`src/rtl/auth_pkg.sv`:
```
// auth_pkg: shared FSM state encoding, default key and expected-response transform.
// Rev 1.0
`default_nettype none

package auth_pkg;

  typedef enum logic [2:0] {
    ST_IDLE  = 3'd0,
    ST_GEN   = 3'd1,
    ST_WAIT  = 3'd2,
    ST_CHECK = 3'd3,
    ST_LOCK  = 3'd4
  } auth_state_e;

  localparam logic [15:0] AUTH_KEY_DEFAULT = 16'hA5C3;

  // rotl16(chal ^ key, 3), no width growth
  function automatic logic [15:0] auth_expected(input logic [15:0] chal,
                                                input logic [15:0] key);
    logic [15:0] mixed;
    mixed = chal ^ key;
    return {mixed[12:0], mixed[15:13]};
  endfunction

endpackage

`default_nettype wire

```
`src/rtl/auth_wait_timer.sv`:
```
// auth_wait_timer: 8-bit WAIT-phase cycle counter flagging the last allowed cycle.
// Rev 1.0
`default_nettype none

module auth_wait_timer #(
  parameter int unsigned TIMEOUT_CYCLES = 255
) (
  input  logic clk,
  input  logic reset,
  input  logic clear,
  input  logic enable,
  output logic expired
);

  localparam logic [7:0] LAST_COUNT = 8'(TIMEOUT_CYCLES - 1);

  logic [7:0] count;

  always_ff @(posedge clk or negedge reset) begin
    if (!reset) begin
      count <= 8'd0;
    end else if (clear) begin
      count <= 8'd0;
    end else if (enable) begin
      count <= count + 8'd1;
    end
  end

  assign expired = (count == LAST_COUNT);

endmodule

`default_nettype wire

```
`src/rtl/auth_sequencer.sv`:
```
// auth_sequencer: challenge-response round control with anti-replay, timeout and lockout.
// Rev 1.0
`default_nettype none

module auth_sequencer
  import auth_pkg::*;
#(
  parameter logic [15:0] KEY            = AUTH_KEY_DEFAULT,
  parameter int unsigned TIMEOUT_CYCLES = 255,
  parameter int unsigned MAX_FAILS      = 3
) (
  input  logic        clk,
  input  logic        reset,
  input  logic        start,
  input  logic [15:0] lfsr_q,
  output logic [15:0] chal,
  output logic        chal_valid,
  input  logic [15:0] resp,
  input  logic        resp_valid,
  output logic        resp_ready,
  output logic        busy,
  output logic        done,
  output logic        auth_pass,
  output logic        auth_fail,
  output logic        locked,
  output logic [1:0]  fail_cnt
);

  localparam logic [1:0] MAX_CNT = 2'(MAX_FAILS);

  auth_state_e state_q, state_d;

  logic [15:0] last_chal;
  logic [15:0] resp_r;
  logic [15:0] exp_resp;
  logic [1:0]  fail_cnt_next;
  logic        lock_next;
  logic        timer_expired;

  logic load_chal;
  logic timer_clear;
  logic capture_resp;
  logic clr_flags;
  logic round_pass;
  logic round_fail;

  assign exp_resp      = auth_expected(chal, KEY);
  assign fail_cnt_next = (fail_cnt == MAX_CNT) ? fail_cnt : fail_cnt + 2'd1;
  assign lock_next     = (fail_cnt_next == MAX_CNT);

  auth_wait_timer #(
    .TIMEOUT_CYCLES(TIMEOUT_CYCLES)
  ) u_wait_timer (
    .clk    (clk),
    .reset  (reset),
    .clear  (timer_clear),
    .enable (state_q == ST_WAIT),
    .expired(timer_expired)
  );

  always_ff @(posedge clk or negedge reset) begin
    if (!reset) begin
      state_q <= ST_IDLE;
    end else begin
      state_q <= state_d;
    end
  end

  always_comb begin
    state_d      = state_q;
    load_chal    = 1'b0;
    timer_clear  = 1'b0;
    capture_resp = 1'b0;
    clr_flags    = 1'b0;
    round_pass   = 1'b0;
    round_fail   = 1'b0;
    chal_valid   = 1'b0;
    resp_ready   = 1'b0;
    busy         = 1'b0;
    locked       = 1'b0;

    case (state_q)
      ST_IDLE: begin
        if (start && !locked) begin
          state_d   = ST_GEN;
          clr_flags = 1'b1;
        end
      end
      ST_GEN: begin
        busy      = 1'b1;
        load_chal = 1'b1;
        // A repeat of the previous challenge is resampled rather than issued
        if (lfsr_q != last_chal) begin
          state_d     = ST_WAIT;
          timer_clear = 1'b1;
        end
      end
      ST_WAIT: begin
        busy       = 1'b1;
        chal_valid = 1'b1;
        resp_ready = 1'b1;
        if (resp_valid && resp_ready) begin
          capture_resp = 1'b1;
          state_d      = ST_CHECK;
        end else if (timer_expired) begin
          round_fail = 1'b1;
          state_d    = lock_next ? ST_LOCK : ST_IDLE;
        end
      end
      ST_CHECK: begin
        busy = 1'b1;
        if (resp_r == exp_resp) begin
          round_pass = 1'b1;
          state_d    = ST_IDLE;
        end else begin
          round_fail = 1'b1;
          state_d    = lock_next ? ST_LOCK : ST_IDLE;
        end
      end
      ST_LOCK: begin
        locked = 1'b1;
      end
      default: begin
        state_d = ST_IDLE;
      end
    endcase
  end

  always_ff @(posedge clk or negedge reset) begin
    if (!reset) begin
      chal      <= 16'h0000;
      last_chal <= 16'h0000;
      resp_r    <= 16'h0000;
      done      <= 1'b0;
      auth_pass <= 1'b0;
      auth_fail <= 1'b0;
      fail_cnt  <= 2'd0;
    end else begin
      done <= round_pass | round_fail;
      if (load_chal) begin
        chal <= lfsr_q;
      end
      if (timer_clear) begin
        last_chal <= lfsr_q;
      end
      if (capture_resp) begin
        resp_r <= resp;
      end
      if (clr_flags) begin
        auth_pass <= 1'b0;
        auth_fail <= 1'b0;
      end
      if (round_pass) begin
        auth_pass <= 1'b1;
        fail_cnt  <= 2'd0;
      end
      if (round_fail) begin
        auth_fail <= 1'b1;
        fail_cnt  <= fail_cnt_next;
      end
    end
  end

endmodule

`default_nettype wire

```
`config.mk`:
```
export PLATFORM = sky130hd
export DESIGN_NAME = auth_sequencer
export DESIGN_NICKNAME = d
export VERILOG_FILES = /design/src/rtl/auth_pkg.sv /design/src/rtl/auth_wait_timer.sv /design/src/rtl/auth_sequencer.sv
export SDC_FILE = /design/constraint.sdc
export NUM_CORES = 1
export LEC_CHECK = 0
export BUFFER_PORTS_ARGS = -buffer_cell sky130_fd_sc_hd__clkbuf_2
export CORE_UTILIZATION = 54
export DETAILED_ROUTE_END_ITERATION = 8
export PLACE_DENSITY = 0.79
export SYNTH_ARGS = -nofsm -noshare
export SYNTH_HDL_FRONTEND = slang
export SYNTH_SLANG_ARGS = --single-unit
```
`constraint.sdc`:
```
create_clock -name clk -period 2.27 [get_ports clk]
set_input_delay 0.454 -clock clk [delete_from_list [all_inputs] [get_ports clk]]
set_output_delay 0.454 -clock clk [all_outputs]
set_load 0.05 [all_outputs]
```
==> results of run 1 <==
==> cell type report <==
class	instances	area, µm²
clock inverter	2	35.0
sequential	64	1600
inverter	5	21.3
multi-input combinational	154	1310
timing repair buffer	69	380
fill	401	1620
tap	70	87.6
clock buffer	14	183
==> power breakdown <==
part	switching (W)	internal, W	total (W)
Clock	0.000419	0.000626	0.00105
Combinational	0.00148	0.00109	0.00257
Sequential	0.000416	0.00165	0.00207
Total	0.00231	0.00337	0.00568
==> worst max-delay path: stages, from the launching register on <==
cell	delay [ns]
dfrtp_1	0.49
or3b_4	0.47
inv_4	0.11
clkbuf_2	0.28
==> layout by cell type, fill, tap and decap left out, types with 2 or more instances in the layout <==
master    count
nand2_1       7
xor2_1        9
nand2b_1      3
buf_4         8
and2_1        5
inv_1         4
xnor2_1      27
and2_2        3
o21ai_0       4
mux2_2       48
nor4_1        2
a21oi_1       7
clkbuf_2     60
ha_1          2
clkbuf_8     13
nor2_1        5
dfrtp_1      64
nand4_1      11
==> per-stage QoR <==
| stage | area [µm²] | setup WS, ns | instances | total power, W |
|---|---|---|---|---|
| 6_report | 3620 | 0.130 | 378 | 0.00568 |
| 5_1_grt | 3620 | 0.0590 | 378 | 0.00599 |
| 4_1_cts | 3620 | 0.135 | 378 | 0.00572 |
| 3_5_place_dp | 3400 | 0.204 | 362 | 0.00465 |
| 3_3_place_gp | 3400 | 0.241 | 362 | 0.00457 |
| 2_1_floorplan | 3000 | 0.193 | 232 | 0.00405 |
==> path summary, 6_finish.rpt <==
check | slack [ns] | endpoint | cells past startpoint
worst max-delay path | 0.13 | chal_valid | 3
worst min-delay path | 0.02 | last_chal[14] | 1
worst max register to register | 0.28 | state_q[2] | 6
worst min register to register | 0.50 | auth_fail | 2
max in group asynchronous | 1.71 | last_chal[0] | 2
min in group clk | 0.34 | resp_r[6] | 2
==> cells in the mapped netlist <==
| library cell | count |
|---|---|
| dfrtp_1 | 64 |
| mux2_2 | 48 |
| xnor2_1 | 27 |
| nand4_1 | 11 |
| xor2_1 | 9 |
| a21oi_1 | 7 |
| nand2_1 | 7 |
| and2_1 | 5 |
| nor2_1 | 5 |
| buf_2 | 4 |
| inv_1 | 4 |
| o21ai_0 | 4 |
| and2_2 | 3 |
| buf_4 | 3 |
| nand2b_1 | 3 |
| buf_6 | 2 |
| ha_1 | 2 |
| nor4_1 | 2 |
| a21boi_0 | 1 |
| a21boi_1 | 1 |
| a22oi_1 | 1 |
| a31oi_1 | 1 |
| a41o_1 | 1 |
| and2b_1 | 1 |
| and2b_2 | 1 |
| and3_4 | 1 |
| and4_1 | 1 |
| inv_4 | 1 |
| nand3_1 | 1 |
| nand3_2 | 1 |
| nor2b_1 | 1 |
| nor3_1 | 1 |
| nor4_2 | 1 |
| o21a_1 | 1 |
| o22a_1 | 1 |
| o32a_2 | 1 |
| o32ai_1 | 1 |
| or2_2 | 1 |
| or3_1 | 1 |
| or3b_4 | 1 |
==> cell families after synthesis <==
logic type,after synthesis,synth area share
and+or+nand+nor,48,0.0994
buffers and inverters,14,0.0288
adders and majority gates,2,0.00835
DFF,64,0.534
xor gates and xnor gates,36,0.105
muxes,48,0.180
AOI/OAI and AO/OA,20,0.0434
==> routing by layer <==
metal | vias to the layer above | part of all wire | GRT usage
li1 | 948 | - | -
met1 | 981 | 0.44 | 0.299
met2 | 48 | 0.49 | 0.382
met3 | 12 | 0.038 | 0.0491
met4 | 0 | 0.025 | 0.119
met5 | - | 0 | 0
==> state kept, by name, indices dropped and copies added (netlist names) <==
name	cells
chal	16
last_chal	16
resp_r	16
u_wait_timer.count	8
state_q	3
fail_cnt	2
auth_fail	1
auth_pass	1
done	1
==> flow_summary.toml, run 1 <==
[run_status]
outcome = "complete, no violations"

[drt]
route.vias.total = 1989
drc_errors = 0
wl_um = 6000
drt_pass1_iterations = 6
vias_per_cell = 5.26
wl_per_cell_um = 15.9
ant_nets = 0
drt_iter0_markers = 93

[clock_network]
clkTransAtPathRegs_ns = 0.07
htree_levels = 3
cts_tree = "done"
clkLatencyLatePin_ns = 0.34
cts-root-buf = "clkbuf_8"
cts_made_buffers = 9
cts-hold-fix-buffers = 0
cts_resized = 0
post_cts_buffers = 0
cts_max_path_buffers = 2
cts.sinks = 64

[setup_path]
crit_type = "register to primary output"
cp-end-kind = "primary output"
worstPathRequired_ns = 1.82
critPathMaxFanout = 9
crit_start = "state_q[1]"
r2r-start = "state_q[1]"
cp-start-kind = "register"
crit_arrival_ns = 1.69

[place]
portBuffers = 60
place.gp.congestion = 0.811
hpwl_um = 4360

[worst_hold_path]
hp-class = "primary input to async pin"

[layout]
layout.nets = 341
diodes = 0
area_growth_pct = 20.7
post-route-util = 0.691
drive_above_1_share = 0.464

[synth]
ys_top_cells_by_area = "dfrtp_1, mux2_2, xnor2_1, xor2_1, nand4_1"
ys_ff_latch = 64
avgSynthCellArea_um2 = 12.9
synth.top_cell.area_share = 0.534
synth_warnings = 0
synth_top_area_cell = "dfrtp_1"
synth_nets = 270
syn_inst = 232
syn-cell-area_mm2 = 0.00300
ys_types = 40
seq_area_frac_synth = 0.534

[sta]
finalHoldViolCount = 0
setup-violations-final = 0
fin_setup_tns_ns = 0
skew_ns = 0.00613
rsz0062_at_grt = "false"
relSlewSlack = 0.641
report.final.slew_viol_count = 0
period_needed_ns = 2.14
fin_crit_sh = 0.943
max_freq_ghz = 0.467
fin_hold_ws_ns = 0.0231
tightest_slew_ns = 0.536

[pwr]
peakVddDrop_mv = 0.893
p_leak_nw = 1.63
p_per_area_mw_per_mm2 = 1570

[floorplan]
rows = 26
die-height_um = 76.5
ios = 61
core_mm2 = 0.00524
die_w_um = 76.5
dieArea_mm2 = 0.00585
start_util = 0.572

[grt]
antenna_found_initial = 0
grt_usage = 0.236
first_global_vias = 2148
grt_pass1_wl_um = 10400
overflow = 0
grt_max_degree = 19

[job]
maxCapViolations = 0
(Power assumes the default switching activity.)
==> run 2, diff against run 1 <==
Settings changed: REMOVE_ABC_BUFFERS from default to 1.
==> run 2 against run 1 <==
  * Sequential power is essentially flat
  * Maximum frequency grew 0.90%
  * Register-to-register slack lost 0.04 ns
  * Die area is the same
  * Clock-buffer cell count grew 1
  * Total power grew 1.2%
  * Global-route usage shrank 1.3 points
  * Routed wire length shrank 2.8%
  * Critical path depth is the same
  * Non-clock buffer count shrank 3
  * Critical path type unchanged
  * Highest routed layer unchanged
==> flow_summary.toml, run 2 (same netlist as run 1, synthesis figures left out) <==
[run_status]
outcome = "complete, no violations"

[drt]
ant_nets = 0
met2_length_um = 2790
drc_errors = 0
wl_um = 5840
route.vias.total = 1994
wl_met3_um = 268
wl_met1_um = 2650
vias_per_cell = 5.32
drt_pass1_iterations = 4
top_layer = "met4"
wl_per_cell_um = 15.6
drt_iter0_markers = 50

[sta]
max_freq_ghz = 0.471
setup-violations-final = 0
rsz0062_at_grt = "false"
report.final.slew_viol_count = 0
fin_setup_tns_ns = 0
tightest_slew_ns = 0.650
period_needed_ns = 2.12
fin_crit_sh = 0.934
relSlewSlack = 0.566
finalHoldViolCount = 0
skew_ns = 0.00635

[layout]
most-common-layout-cells = "dfrtp_1, clkbuf_2, mux2_2"
area_growth_pct = 21.4
drive_above_1_share = 0.462
diodes = 0
layout.nets = 338
final_common_cell = "dfrtp_1"
reg.largest.list = "chal (16), last_chal (16), resp_r (16)"
final_cell_area_mm2 = 0.00364

[setup_path]
crit_arrival_ns = 1.67
critPathMaxFanout = 9
path_buf_inv = 2
critPathTopFamily = "flip-flops"
cp-end-kind = "primary output"
cp_slowest_cell = "dfrtp_1"
path_cells = "or3b_4 -> inv_4 -> clkbuf_2"
cp-start-kind = "register"
crit_path_max_incr_delay_ns = 0.48
r2r-start = "state_q[1]"
crit_start = "state_q[1]"
crit_type = "register to primary output"
worstPathRequired_ns = 1.82

[floorplan]
start_util = 0.572
rows = 26
die_w_um = 76.5
die-height_um = 76.5
ios = 61
core_mm2 = 0.00524
dieArea_mm2 = 0.00585

[clock_network]
htree_levels = 3
cts_tree = "done"
cts-root-buf = "clkbuf_8"
cts_made_buffers = 9
post_cts_buffers = 0
cts_resized = 0
clkLatencyLatePin_ns = 0.35
cts_max_path_buffers = 2
cts.sinks = 64
clkTransAtPathRegs_ns = 0.07
cts-hold-fix-buffers = 0

[place]
portBuffers = 60
dpl_cell_area_mm2 = 0.00340
hpwl_um = 4200
place.gp.congestion = 0.783

[pwr]
peakVddDrop_mv = 0.989
power_frac_seq = 0.359
p_leak_nw = 1.64
p_per_area_mw_per_mm2 = 1580
power.switching_w = 0.00230
pwr-share-comb = 0.446
sw_frac_of_total = 0.400
pwr-share-clk = 0.195
p_int_w = 0.00345

[grt]
antenna_found_initial = 0
grt_usage = 0.223
grt_pass1_wl_um = 9770
first_global_vias = 2042
grt_max_degree = 45
overflow = 0

[worst_hold_path]
hp-class = "primary input to async pin"

[job]
maxCapViolations = 0
run 2: cell count changes in the layout (fill, tap and decap cells not counted):
cell,delta
buf_12,+2
buf_4,-5
clkbuf_1,-1
clkbuf_8,+2
clkinv_2,-1
run 2: worst reg2reg max path, stage by stage, from the launching register on:
cell and delay [ns]:
dfrtp_1 0.48, or3b_4 0.46, inv_4 0.11, nand2b_1 0.07, o32ai_1 0.32, a21oi_1 0.21
a41o_1 0.28
run 2: path summary, 6_finish.rpt:
check	end	slack, ns	depth (start not counted)
max	chal_valid	0.15	3
min in group clk	resp_r[4]	0.33	2
max in group asynchronous	last_chal[5]	1.58	2
max reg2reg	state_q[2]	0.24	6
min reg2reg	auth_fail	0.52	2
min	u_wait_timer.count[2]	0.08	1
run 2: through the flow:
step                power, W  worst slack (ns)  cells  hold WS (ns)  utilization
floorplan            0.00397             0.197    223         0.158            -
global placement     0.00456             0.223    359         0.472        0.650
detailed placement   0.00465             0.157    359         0.471        0.650
CTS                  0.00578             0.143    375        0.0922        0.695
global route         0.00605            0.0924    375         0.127        0.695
finish               0.00575             0.149    375        0.0828        0.695
run 2: final cells by class:
class | count | area [µm²]
clock buffers | 15 | 206
clock inverters | 1 | 30.0
fillers | 414 | 1600
inverters | 5 | 21.3
multi-input cells | 154 | 1310
flip-flops and latches | 64 | 1600
well taps | 70 | 87.6
repair buffers | 66 | 383
run 2: per-layer routing:
metal / GRT usage / vias up
met1: 0.281 / 982
met4: 0.127 / 0
met5: 0 / -
met2: 0.354 / 52
li1: - / 947
met3: 0.0503 / 13
run 2: power groups by stage:
stage / clock [W] / sequential, W / combinational [W]
6_report: 0.00112 / 0.00206 / 0.00256
5_1_grt: 0.00118 / 0.00213 / 0.00274
4_1_cts: 0.00113 / 0.00207 / 0.00259
3_5_place_dp: 0 / 0.00208 / 0.00257
3_3_place_gp: 0 / 0.00205 / 0.00251
2_1_floorplan: 0 / 0.00257 / 0.00140
